## src/rtl/mem_fill_arbiter.sv

```systemverilog
// mem_fill_arbiter: shares one pipelined memory port between I-cache fills,
// D-cache fills and D-side write-through stores. Strict D-over-I priority,
// one requester at a time; block fills stream one read address per cycle and
// steer returned words into the granted cache by counting responses.
module mem_fill_arbiter #(
  parameter int BLK_WORDS = 8,
  parameter int ADDR_W    = 16,
  localparam int WW       = $clog2(BLK_WORDS),
  localparam int CW       = WW + 1
) (
  input  logic              clk,
  input  logic              rst,
  input  logic              i_miss,
  input  logic [ADDR_W-1:0] i_addr,
  input  logic              d_miss,
  input  logic [ADDR_W-1:0] d_addr,
  input  logic              d_wr,
  input  logic [15:0]       d_wdata,
  output logic              mem_en,
  output logic              mem_wr,
  output logic [ADDR_W-1:0] mem_addr,
  output logic [15:0]       mem_wdata,
  input  logic [15:0]       mem_rdata,
  input  logic              mem_rvalid,
  output logic [15:0]       fill_data,
  output logic [WW-1:0]     fill_word,
  output logic              i_fill_we,
  output logic              d_fill_we,
  output logic              i_fill_done,
  output logic              d_fill_done,
  output logic              d_wr_done,
  output logic              busy
);

  typedef enum logic [1:0] {S_IDLE, S_WRITE, S_FILL} state_t;

  // Byte offset bits covered by one block (block = 2*BLK_WORDS bytes).
  localparam logic [ADDR_W-1:0] BLK_MASK = ADDR_W'(2 * BLK_WORDS - 1);

  state_t            r_state;
  logic              r_owner;      // 0 = I-cache, 1 = D-cache
  logic [CW-1:0]     r_issue_cnt;  // reads issued in this fill
  logic [CW-1:0]     r_recv_cnt;   // responses accepted in this fill
  logic [ADDR_W-1:0] r_base;       // block base (FILL) or store address (WRITE)
  logic [15:0]       r_wdata;

  logic              w_issue;
  logic              w_acc;
  logic              w_last;
  logic [ADDR_W-1:0] w_off;

  // MSB of a counter set means all BLK_WORDS have been issued / received,
  // so late or stale responses are never steered into a cache.
  assign w_issue = (r_state == S_FILL) && !r_issue_cnt[CW-1];
  assign w_acc   = (r_state == S_FILL) && mem_rvalid && !r_recv_cnt[CW-1];
  assign w_last  = w_acc && (r_recv_cnt == CW'(BLK_WORDS - 1));
  assign w_off   = ADDR_W'({r_issue_cnt[WW-1:0], 1'b0});

  // Memory side: strobes decode from registered state only.
  assign mem_en    = w_issue || (r_state == S_WRITE);
  assign mem_wr    = (r_state == S_WRITE);
  assign mem_addr  = (r_state == S_WRITE) ? r_base :
                     w_issue              ? r_base + w_off : '0;
  assign mem_wdata = (r_state == S_WRITE) ? r_wdata : '0;

  // Cache side: responses are steered in the cycle they arrive.
  assign fill_data   = w_acc ? mem_rdata : '0;
  assign fill_word   = w_acc ? r_recv_cnt[WW-1:0] : '0;
  assign i_fill_we   = w_acc  && !r_owner;
  assign d_fill_we   = w_acc  &&  r_owner;
  assign i_fill_done = w_last && !r_owner;
  assign d_fill_done = w_last &&  r_owner;
  assign d_wr_done   = (r_state == S_WRITE);
  assign busy        = (r_state != S_IDLE);

  // Grant / sequencing FSM with issue and receive counters.
  always_ff @(posedge clk) begin
    if (rst) begin
      r_state     <= S_IDLE;
      r_owner     <= 1'b0;
      r_issue_cnt <= '0;
      r_recv_cnt  <= '0;
      r_base      <= '0;
      r_wdata     <= '0;
    end else begin
      case (r_state)
        S_IDLE: begin
          r_issue_cnt <= '0;
          r_recv_cnt  <= '0;
          if (d_wr) begin
            r_base  <= d_addr;
            r_wdata <= d_wdata;
            r_state <= S_WRITE;
          end else if (d_miss) begin
            r_base  <= d_addr & ~BLK_MASK;
            r_owner <= 1'b1;
            r_state <= S_FILL;
          end else if (i_miss) begin
            r_base  <= i_addr & ~BLK_MASK;
            r_owner <= 1'b0;
            r_state <= S_FILL;
          end
        end
        S_WRITE: r_state <= S_IDLE;
        S_FILL: begin
          if (w_issue) r_issue_cnt <= r_issue_cnt + CW'(1);
          if (w_acc)   r_recv_cnt  <= r_recv_cnt + CW'(1);
          if (w_last)  r_state     <= S_IDLE;
        end
        default: r_state <= S_IDLE;
      endcase
    end
  end

endmodule

```

## config.mk

```make
export PLATFORM = sky130hd
export DESIGN_NAME = mem_fill_arbiter
export DESIGN_NICKNAME = d
export VERILOG_FILES = /design/src/rtl/mem_fill_arbiter.sv
export SDC_FILE = /design/constraint.sdc
export NUM_CORES = 1
export LEC_CHECK = 0
export ABC_AREA = 1
export BUFFER_PORTS_ARGS = -buffer_cell sky130_fd_sc_hd__buf_4
export CORE_ASPECT_RATIO = 1.1
export CORE_MARGIN = 4
export CORE_UTILIZATION = 39
export DETAILED_ROUTE_END_ITERATION = 6
export PLACE_DENSITY = 0.7
export SLEW_MARGIN = 20
export SYNTH_ARGS = -nofsm -noshare
export SYNTH_HDL_FRONTEND = slang
export SYNTH_SLANG_ARGS = --single-unit
```

## constraint.sdc

```tcl
create_clock -name clk -period 2.1 [get_ports clk]
set_input_delay 0.42 -clock clk [delete_from_list [all_inputs] [get_ports clk]]
set_output_delay 0.42 -clock clk [all_outputs]
set_load 0.01 [all_outputs]
```

======== Word level (Yosys, flattened, before mapping) ========
Index checks and enable logic that the tools add are counted.
storage, ports and cells
  bits in registers ....................... 43
  word-level logic and storage cells ...... 59
  output and inout bits ................... 59
  bits of input ports ..................... 70
operators by class
  bitwise operators ....................... 1
  reductions and logical operators ........ 23
  mux-type cells .......................... 19
  $add $sub $neg .......................... 3
  equal/unequal tests ..................... 7
operators with widths
  cell                                                 number
  2-to-1 mux 16 bit                                    7
  adder 16 x 4 -> 16 bit                               1
  case mux 4 bit (2 select lines)                      2
  AND reduction 2 bit                                  5
  adder 4 x 1 -> 4 bit, second input constant          2
  logical AND 1 bit                                    8
  2-to-1 mux 2 bit                                     4
  2-to-1 mux 4 bit                                     2
  inequality test 2 bit, second input constant         3
  nonzero test 2 bit                                   3
  equality test 4 x 3 -> 1 bit, second input constant  1
  inequality test 4 bit, second input constant         1
  case mux 2 bit (2 select lines)                      1
  logical NOT 1 bit                                    3
  2-to-1 mux 3 bit                                     1
  AND reduction 3 bit                                  1
  nonzero test 3 bit                                   1
  equality test 2 x 1 -> 1 bit, second input constant  1
  equality test 2 bit, second input constant           1
  logical NOT 2 bit                                    1
  2-to-1 mux 1 bit                                     2
  logical OR 1 bit                                     1
  NOT 1 bit                                            1

======== Logic depth before layout (Yosys ltp) ========
Gate-level depths: netlist (run 1).
  word-level depth ........................ 6
  gate-level depth with buffers ........... 11
  depth with buffers taken out ............ 11

======== Worst setup path before layout (run 1) ========
Ideal clock, no wire load.
  path kind ............................... reg2out
  start ................................... reg r_issue_cnt[0]
  end ..................................... out mem_addr[7]
  cell stages (with the launch flop) ...... 11
  path slack .............................. 0.061 ns
  required time ........................... 1.680 ns
  data arrival time ....................... 1.619 ns
  cell sequence ........................... dfxtp_1 > ha_1 > inv_1 > fa_1 > inv_1 > nand2_1 > nand2_1 > nand2_1 > nor2_2 > nand2_1 > a21oi_1
on the way
  cells in the longest elaborated chain, start to end .. 3
RTL lines
  item                      RTL line  source
  start: declaration        42        logic [CW-1:0] r_issue_cnt;
  start signal: assignment  106       if (w_issue) r_issue_cnt <= r_issue_cnt + CW'(1);
  adder 16 x 4 -> 16 bit    63        w_issue ? r_base + w_off : '0;
  2-to-1 mux 16 bit         63
  2-to-1 mux 16 bit         62        assign mem_addr = (r_state == S_WRITE) ? r_base :
  end: declaration          21        output logic [ADDR_W-1:0] mem_addr,
No other way between the ends.

======== Final worst setup path (run 1) ========
  start ................................... reg r_issue_cnt[0]
  end ..................................... out mem_addr[3]
The elaborated chain is that of the path after synthesis.

==> summary.txt, run 1 <==
Setup path
  • CP peak stage delay: about 360 ps
  • Crit path DAT: 1910 ps
  • Startpoint types: register
  • Req. time, crit path: 1680 ps
  • Critical R2R Launch: r_state[0]
  • Worst Path Buf+Inv: 5
  • Register-to-Register Setup Slack: 710 ps
  • CP Max Fanout: 2
  • Dominant delay contributor by cell family on the critical path: buffers and inverters
  • CP Capture Type: output port
  • Worst r2r dst: r_base[1]
  • Critical-path cell list: ha_4 > inv_2 > fa_2 > buf_4 > buf_6 > buf_6 > xor2_1 > o21ai_1 > buf_4
  • Slowest-stage cell, CP: dfxtp_2
  • Crit Path Class: register to output port
  • Reg2reg path depth: 5

Power
  • Peak supply drop: ~0.00037 V
  • Leak pwr: roughly 0.0019 uW
  • Power per Cell Area: between 500 and 600 nW/um^2

Timing
  • Worst setup margin: -231 ps
  • Final setup fails: 8
  • Fmax: 429 MHz
  • Period utilization: 1.11
  • Relative slew slack: 0.652
  • RSZ-0062 raised after global routing: yes
  • Slew Viols, Final: 0
  • Final Skew: 9.59 ps
  • Hold Slack: 368 ps
  • Worst Tran Pin Value: approximately 520 ps
  • Final Hold Vio Count: 0
  • Final critical-path required period: between 2000 and 2500 ps

Detailed routing
  • Drt first pass iters: 4
  • WL per Instance: 11.6 um
  • Met3 wire length: 589 um
  • Top Layer Used: met4
  • DRT antenna net count: 0
  • Routed wl met2: around 3600 um
  • Initial DRC count: 148
  • Routed vias: 2926
  • Metal-1 WL: between 3000 and 4000 um
  • Via/cell ratio: 4.61
  • Routed WL: approximately 7400 um
  • DRC errors left: 0

Floorplan
  • Initial Utilization: 0.399
  • I/O Pins: 129
  • Core area: 6560 um^2
  • Row cnt: 31
  • Die Area: 8070 um^2
  • Chip width: 86.0 um
  • DIE HEIGHT: about 94 um

Worst hold path
  • Min-delay src: rst
  • Min-Delay Endpoint: r_base[1]
  • Hold Crit Depth: 2
  • HP Class: primary input to register

Global route
  • First-pass GRT wire length: 12400 um
  • Gr usage total: 0.186
  • Initial antenna violation count: 0
  • Largest net degree at the start of global routing: 35
  • Global route total overflow: 0
  • Vias in the first global route: roughly 2800

Synthesis
  • Total nets after synthesis: 500
  • Mapped Area: 2610 um^2
  • Sequential element share of the synthesized area: 0.330
  • Ys Warns: 0
  • Number of synthesized register bits: 43
  • Synth cell types: 26
  • Syn Area/Cell: 6.16 um^2
  • Synth async-reset ratio: 0
  • Post-Syn Instances: about 420
  • Main synth FF type: dfxtp_1
  • Post-synth EDFFs: 0

Finish
  • Register area: 870 um^2
  • Share of layout cells above drive strength 1: 0.340
  • Nets: 628
  • Area occupied by multi-input gates: 1480 um^2
  • Antenna Cells: 0
  • Syn-to-layout area delta: 49.0%
  • Filler cell count: 643
  • Final non-filler cell total: 635

Run status
  • Failing checks: setup timing
  • Status: finished, violations left

Place
  • Dpl hpwl: 5800 um
  • Worst slack, placed: -28.8 ps
  • Total placed cells including tap cells: slightly above 600
  • Routability congestion estimate from global placement: 0.786
  • PortBufs: 124

Clock network
  • Clk_lat worst skew: 300 ps
  • Max Buffers Root-to-Sink: 2
  • Number of buffers created by CTS: 5
  • Clk sinks: 43
  • Hold Buf Count CTS: 0
  • Clock root cell: clkbuf_8
  • Number of H-tree levels: 2
  • CTS tree: yes
  • Reg clk slew, reported paths: 80 ps

Flow run
  • Max-cap viol count: 0
-- registers in the layout, summed over array words and instances (netlist names) --
| name | cells |
|---|---|
| r_state | 2 |
| r_recv_cnt | 4 |
| r_issue_cnt | 4 |
| r_owner | 1 |
| r_wdata | 16 |
| r_base | 16 |
-- metrics by stage --
| stage | cell area [um^2] | total power, uW | TNS (ps) | util |
|---|---|---|---|---|
| floorplan | 2610 | 1260 | 0 | - |
| global placement | 3600 | 1470 | -4.66 | 0.549 |
| detailed placement | 3600 | 1480 | -37.5 | 0.549 |
| CTS | 3850 | 2240 | -1210 | 0.587 |
| global route | 3890 | 2350 | -2710 | 0.594 |
| finish | 3890 | 2220 | -1450 | 0.594 |
-- worst register-to-register path: stages, from the launching register on --
cell and delay [ps]:
dfxtp_1 350, nor2_4 170, nand2_2 330, inv_1 260
nand2_1 80, a21oi_1 130
-- where the power goes --
group | switching, uW | internal, uW | total [uW]
clock network | 273 | 475 | 748
logic | 291 | 242 | 533
registers | 54.0 | 885 | 939
total | 618 | 1600 | 2220
-- Yosys cell counts (2+ instances only) --
cell | n | share of area
nor2_2 | 2 | 0.0048
dfxtp_1 | 43 | 0.33
o21ai_0 | 37 | 0.071
nand4_1 | 5 | 0.012
buf_4 | 3 | 0.0086
ha_1 | 5 | 0.024
nor2_1 | 72 | 0.10
nand3_1 | 17 | 0.033
nand2_2 | 6 | 0.014
inv_1 | 63 | 0.091
o22ai_1 | 4 | 0.0096
nor2_4 | 2 | 0.0086
buf_6 | 4 | 0.017
a21oi_1 | 40 | 0.077
o21ai_1 | 10 | 0.019
buf_2 | 6 | 0.011
inv_2 | 5 | 0.0072
nand2_1 | 89 | 0.13
clkbuf_1 | 4 | 0.0057
-- cells in the final DEF (no fill, tap or decap), types with 5 or more instances in the layout --
cell type	instances
nand3_1	13
buf_4	134
a21oi_1	38
inv_2	7
o21ai_0	35
o21ai_1	12
clkbuf_8	5
nand2_1	81
inv_1	61
nand4_1	5
nand2_2	14
dfxtp_1	38
nor2_1	70
-- area by class of cell --
class | count | area share
Timing Repair Buffer | 138 | 0.270
Clock inverter | 2 | 0.0154
Clock buffer | 6 | 0.0186
Tap cell | 82 | 0.0264
Sequential cell | 43 | 0.223
Inverter | 68 | 0.0656
Multi-Input combinational cell | 296 | 0.381
-- how the worst max path moves through the flow --
stage                               from          end  slack (ps)  cells after the start
final                     r_issue_cnt[0]  mem_addr[3]        -230                      9
after global routing      r_issue_cnt[0]  mem_addr[7]        -350                     11
after CTS                 r_issue_cnt[0]  mem_addr[7]        -240                     11
after detailed placement  r_issue_cnt[0]  mem_addr[7]         -30                     11
after global placement    r_issue_cnt[0]  mem_addr[7]          -5                     11
after floorplan           r_issue_cnt[0]  mem_addr[7]          60                     10
-- layer usage --
metal | track usage | up-vias
met5 | 0 | -
met3 | 0.0482 | 9
li1 | - | 1581
met4 | 0.0528 | 0
met2 | 0.317 | 82
met1 | 0.228 | 1254
-- logic make-up after synthesis --
family,after synthesis,synth area share
XOR/XNOR,1,0.00335
AND/OR/NAND/NOR,197,0.315
adder cells (fa/ha/maj),6,0.0316
buffers and inverters,85,0.141
AO/OA/AOI/OAI,92,0.180
flip-flops,43,0.330
-- repair_timing --
item,in CTS,in global routing
pin swaps,7,6
setup endpoints to repair,13,13
gates resized for setup,24,12
buffers inserted,3,2
No activity file was read; power rests on OpenSTA's default activity.
==> inputs of run 2 (changes only) <==
- CORE_UTILIZATION: 39 -> 40
- PLACE_DENSITY: 0.7 -> 0.71
==> run 2 against run 1 <==
  * The run still ends with setup timing left
  * Setup slack improved by 66 ps
  * Final cell count decreased by 0.16%
  * Power decreased by 8.8%
  * Count of clock-buffer cells in the layout unchanged
  * Core utilization increased by 3.1 points
  * Global-route usage about the same
  * Design area increased by 0.55%
  * Clock power decreased by 31%
==> summary.txt, run 2 (synthesis gave the netlist of run 1 again) <==
Run status
  • Status: finished, violations left
  • Failing checks: setup timing

Power
  • Power per Cell Area: 517 nW/um^2 (-9.3%)
  • Peak supply drop: 0.000311 V (-17%)
  • Leak pwr: 0.00190 uW (-0.41%)

Clock network
  • Clock root cell: clkbuf_8
  • Number of buffers created by CTS: 5 (unchanged)
  • Clk sinks: 43 (unchanged)
  • Number of H-tree levels: 2 (unchanged)
  • Hold Buf Count CTS: 0 (unchanged)
  • Clk_lat worst skew: 290 ps (about the same)
  • Max Buffers Root-to-Sink: 2 (unchanged)
  • Reg clk slew, reported paths: 80 ps (about the same)
  • CTS tree: yes

Finish
  • Leading cell type in the layout, fill and taps excluded: buf_4
  • Share of layout cells above drive strength 1: 0.357 (+0.0174)
  • Antenna Cells: 0 (unchanged)
  • Top Registers: r_base (16), r_wdata (16)
  • Design Area, Final: 3910 um^2 (+0.55%)
  • Filler cell count: 605 (-5.9%)
  • Commonest non-fill, non-tap cells in the layout: buf_4, nand2_1, nor2_1, inv_1, a21oi_1
  • Nets: 629 (+0.16%)
  • Syn-to-layout area delta: 49.8%

Timing
  • Slew Viols, Final: 0 (unchanged)
  • RSZ-0062 raised after global routing: yes
  • Fmax: 442 MHz (+2.9%)
  • Relative slew slack: 0.645 (-0.00661)
  • Final critical-path required period: 2260 ps (-66.2 ps)
  • Hold Slack: 374 ps (+6.37 ps)
  • Final Skew: 8.67 ps (-0.916 ps)
  • Worst Tran Pin Value: 530 ps (+9.88 ps)
  • Final Hold Vio Count: 0 (unchanged)
  • Final setup fails: 8 (unchanged)
  • Period utilization: 1.08 (-0.0315)
  • Worst setup margin: -165 ps (+66.2 ps)

Detailed routing
  • WL per Instance: 12.6 um (+8.1%)
  • Initial DRC count: 161 (+8.8%)
  • Routed WL: 7960 um (+8.0%)
  • Drt first pass iters: 4 (unchanged)
  • DRT antenna net count: 0 (unchanged)
  • DRC errors left: 0 (unchanged)
  • Routed vias: 3123 (+6.7%)
  • Via/cell ratio: 4.93 (+6.9%)

Place
  • PortBufs: 124 (unchanged)
  • Post-Place Cell Area: 3620 um^2 (+0.56%)
  • Dpl hpwl: 6200 um (+7.0%)
  • Routability congestion estimate from global placement: 0.885 (+13%)

Global route
  • Vias in the first global route: 2745 (-1.3%)
  • Initial antenna violation count: 0 (unchanged)
  • Largest net degree at the start of global routing: 35 (unchanged)
  • First-pass GRT wire length: 12200 um (-1.9%)
  • Global route total overflow: 0 (unchanged)
  • Gr usage total: 0.186 (about the same)

Setup path
  • CP Max Fanout: 3 (+1)
  • Crit Path Class: register to output port
  • Critical-path cell list: ha_4 > inv_2 > fa_2 > inv_2 > nand2_1 > nand2_1 > nand2_2 > nor2_4 > nand2_1 > a21oi_1 > buf_4
  • Slowest-stage cell, CP: dfxtp_2
  • Req. time, crit path: 1680 ps (about the same)
  • CP Capture Type: output port
  • Worst path most repeated cell: nand2_1
  • CP peak stage delay: 360 ps (about the same)
  • Crit path DAT: 1840 ps (-70 ps)
  • Startpoint types: register

Floorplan
  • Chip width: 85.1 um (-1.1%)
  • I/O Pins: 129 (unchanged)
  • Die Area: 7890 um^2 (-2.3%)
  • Core area: 6270 um^2 (-4.4%)
  • Initial Utilization: 0.417 (+0.0182)
  • DIE HEIGHT: 92.8 um (-1.2%)
  • Row cnt: 30 (-3.2%)

Worst hold path
  • HP Class: primary input to register

Flow run
  • Max-cap viol count: 0 (unchanged)
## run 2: cell count changes in the layout (fill, tap and decap cells not counted), moves of 3 or more
| cell | change |
|---|---|
| nand2_2 | -3 |
| nand2_4 | +3 |
| nand3_1 | -3 |
| nor2_1 | -3 |
| nor2_2 | +3 |
## run 2: where the power goes
part | total, uW | switching, uW | internal, uW
Sequential | 944 | 56.9 | 887
Combinational | 566 | 313 | 253
Clock | 516 | 283 | 233
## run 2: path summary, 6_finish.rpt
path,slack (ps),startpoint,endpoint,depth (start not counted)
hold reg to reg,450,r_wdata[7],r_wdata[7],2
hold / removal,370,rst,r_base[3],2
setup / recovery,-160,r_base[1],mem_addr[7],11
setup reg to reg,670,r_state[0],r_base[2],5
## run 2: repair_timing
| action | 4_1_cts | 5_1_grt |
|---|---|---|
| gates resized for setup | 20 | 31 |
| setup buffers | 1 | 3 |
| endpoints found under the setup margin | 13 | 13 |
| pin swaps | 8 | 19 |
## run 2: layer usage
layer  routed length [um]  track usage  up-vias
met5                    0            0        -
met4                   87       0.0515        0
met1                 3270        0.231     1395
li1                     -            -     1586
met3                  779       0.0507       11
met2                 3830        0.313      131
## run 2: worst max-delay path: cells and delay by family (launching register included)
kind	cells	cell delay, ps
fa+ha+maj	2	490
flops	1	360
simple gates	5	360
buf+inv	3	240
compound gates	1	120
## run 2: cell type report
class                      count  area (um^2)  area share
tap                           80          100      0.0256
timing repair buffer         139         1060       0.270
inverter                      68          258      0.0659
sequential                    43          868       0.222
multi-input combinational    296         1540       0.395
clock buffer                   6         72.6      0.0185
clock inverter                 2         12.5     0.00320
## run 2: through the flow
step,cells,power [uW],util,worst slack (ps),TNS [ps]
finish,634,2030,0.624,-165,-895
global route,634,2150,0.624,-266,-1820
CTS,632,2020,0.604,-247,-1350
detailed placement,623,1500,0.578,-18.1,-18.1
global placement,623,1480,0.578,3.56,0
floorplan,424,1260,-,61.3,0
==> inputs of run 3 (changes only) <==
- PLACE_DENSITY: 0.71 -> 0.68
==> run 3 against run 2 <==
  * The run still ends with setup timing left
  * Clock power fell by 4%
  * Register-to-register slack better by 20 ps
  * Global-route usage rose by 0.60 points
  * Design area shrank 2.7%
  * Non-clock buffer count decreased by 4
  * Critical endpoint unchanged
==> summary.txt, run 3 (synthesis gave the netlist of run 1 again) <==
Global route
  • Gr usage total: 0.192 (+0.00599)
  • Largest net degree at the start of global routing: 35 (unchanged)
  • Global route total overflow: 0 (unchanged)
  • Initial antenna violation count: 0 (unchanged)
  • First-pass GRT wire length: 12600 um (+3.6%)
  • Vias in the first global route: 2832 (+3.2%)

Worst hold path
  • HP Class: primary input to register
  • Min-delay src: rst

Clock network
  • Reg clk slew, reported paths: 80 ps (about the same)
  • Clock root cell: clkbuf_8
  • Clk sinks: 43 (unchanged)
  • Max Buffers Root-to-Sink: 2 (unchanged)
  • Clk_lat worst skew: 290 ps (about the same)
  • Number of H-tree levels: 2 (unchanged)
  • CTS tree: yes
  • Number of buffers created by CTS: 5 (unchanged)
  • Hold Buf Count CTS: 0 (unchanged)

Setup path
  • Critical-path cell list: ha_4 > inv_2 > fa_2 > inv_2 > nand2_1 > nand2_1 > nand2_2 > nor2_4 > nand2_2 > a21oi_2 > buf_4
  • Crit path DAT: 1870 ps (+30 ps)
  • Setup crit start: r_issue_cnt[0]
  • Worst Path Buf+Inv: 3 (unchanged)
  • CP peak stage delay: 360 ps (about the same)
  • Startpoint types: register
  • Slowest-stage cell, CP: dfxtp_2
  • Req. time, crit path: 1680 ps (about the same)
  • Crit Path Class: register to output port
  • CP Capture Type: output port
  • CP Max Fanout: 3 (unchanged)
  • Critical R2R Launch: r_state[0]
  • Dominant delay contributor by cell family on the critical path: adder cells

Floorplan
  • Die Area: 7890 um^2 (unchanged)
  • I/O Pins: 129 (unchanged)
  • Initial Utilization: 0.417 (unchanged)
  • Row cnt: 30 (unchanged)
  • Core area: 6270 um^2 (unchanged)
  • Chip width: 85.1 um (unchanged)
  • DIE HEIGHT: 92.8 um (unchanged)

Place
  • PortBufs: 124 (unchanged)
  • Post-Place Cell Area: 3600 um^2 (-0.62%)
  • Routability congestion estimate from global placement: 0.791 (-11%)
  • Dpl hpwl: 5990 um (-3.5%)

Timing
  • Fmax: 437 MHz (-0.96%)
  • RSZ-0062 raised after global routing: yes
  • Final Hold Vio Count: 0 (unchanged)
  • Worst Tran Pin Value: 547 ps (+16.7 ps)
  • Final setup fails: 12 (+4)
  • Worst setup margin: -187 ps (-22.0 ps)
  • Relative slew slack: 0.634 (-0.0111)
  • Period utilization: 1.09 (+0.0105)
  • Final Skew: 5.88 ps (-2.79 ps)
  • Final critical-path required period: 2290 ps (+22.0 ps)
  • Slew Viols, Final: 0 (unchanged)

Finish
  • Share of layout cells above drive strength 1: 0.335 (-0.0229)
  • Nets: 625 (-0.64%)
  • Top Registers: r_base (16), r_wdata (16)
  • Filler cell count: 604 (-0.17%)
  • Register area: 867 um^2 (-0.14%)
  • Design Area, Final: 3810 um^2 (-2.7%)
  • Antenna Cells: 0 (unchanged)
  • Leading cell type in the layout, fill and taps excluded: buf_4
  • Area occupied by multi-input gates: 1490 um^2 (-3.6%)
  • Syn-to-layout area delta: 45.8%
  • Commonest non-fill, non-tap cells in the layout: buf_4, nand2_1, nor2_1, inv_1, a21oi_1

Detailed routing
  • DRT antenna net count: 0 (unchanged)
  • DRC errors left: 0 (unchanged)
  • Routed WL: 7660 um (-3.9%)
  • Via/cell ratio: 4.79 (-2.8%)
  • WL per Instance: 12.2 um (-3.3%)
  • Initial DRC count: 103 (-36%)
  • Routed vias: 3016 (-3.4%)
  • Drt first pass iters: 4 (unchanged)

Run status
  • Status: finished, violations left
  • Failing checks: setup timing

Power
  • Power per Cell Area: 519 nW/um^2 (+0.27%)
  • Leak pwr: 0.00187 uW (-1.6%)
  • Final Power: 1980 uW (-2.4%)
  • Peak supply drop: 0.000321 V (+3.2%)

Flow run
  • Max-cap viol count: 0 (unchanged)
==> run 3: changes by cell type in the layout (fill, tap and decap cells not counted), sizes merged <==
cell,delta
clkbuf,+1
clkinvlp,-1
buf,-4
==> run 3: final cells by class <==
type / count / share of cell area
multi-input cells: 296 / 0.391
repair buffers: 135 / 0.267
flip-flops and latches: 43 / 0.228
inverters: 68 / 0.0670
well taps: 80 / 0.0263
clock buffers: 7 / 0.0200
clock inverters: 1 / 0.00131
==> run 3: worst paths after layout <==
kind | slack (ps) | cells past startpoint | to
worst max-delay path | -190 | 11 | mem_addr[7]
worst min-delay path | 370 | 2 | r_base[3]
worst max register to register | 690 | 5 | r_base[2]
worst min register to register | 460 | 2 | r_wdata[11]
==> run 3: routing by layer <==
metal | GRT usage | part of all wire
met1 | 0.224 | 0.41
met2 | 0.335 | 0.49
met3 | 0.0578 | 0.085
met4 | 0.0567 | 0.014
met5 | 0 | 0
==> run 3: per-stage QoR <==
stage               setup WS [ps]  hold WS [ps]   util  TNS [ps]  std cells
finish                       -187           371  0.608     -1270        630
global placement             41.8           437  0.574         0        620
global route                 -324           379  0.608     -2700        630
floorplan                    61.3           430      -         0        424
detailed placement           30.2           448  0.574         0        620
CTS                          -187           355  0.599      -911        629
==> run 3: power by group <==
part / internal, uW / switching (uW) / total, uW / leakage, uW
Clock: 233 / 263 / 497 / 0.0000422
Combinational: 240 / 298 / 538 / 0.00148
Sequential: 886 / 55.7 / 942 / 0.000357
Total: 1360 / 617 / 1980 / 0.00187
==> run 3: worst reg2reg max path: cells and delay by family (launching register included) <==
kind	cells	cell delay [ps]
buffers and inverters	1	260
AO/OA/AOI/OAI	1	140
AND/OR/NAND/NOR	3	590
flip-flops	1	350
==> run 3: what timing repair did <==
action,in CTS,in global routing
endpoints found under the hold margin,0,0
pin swaps,3,5
gates resized for setup,20,15
buffers inserted,1,1
cloned,0,0
setup endpoints to repair,13,13
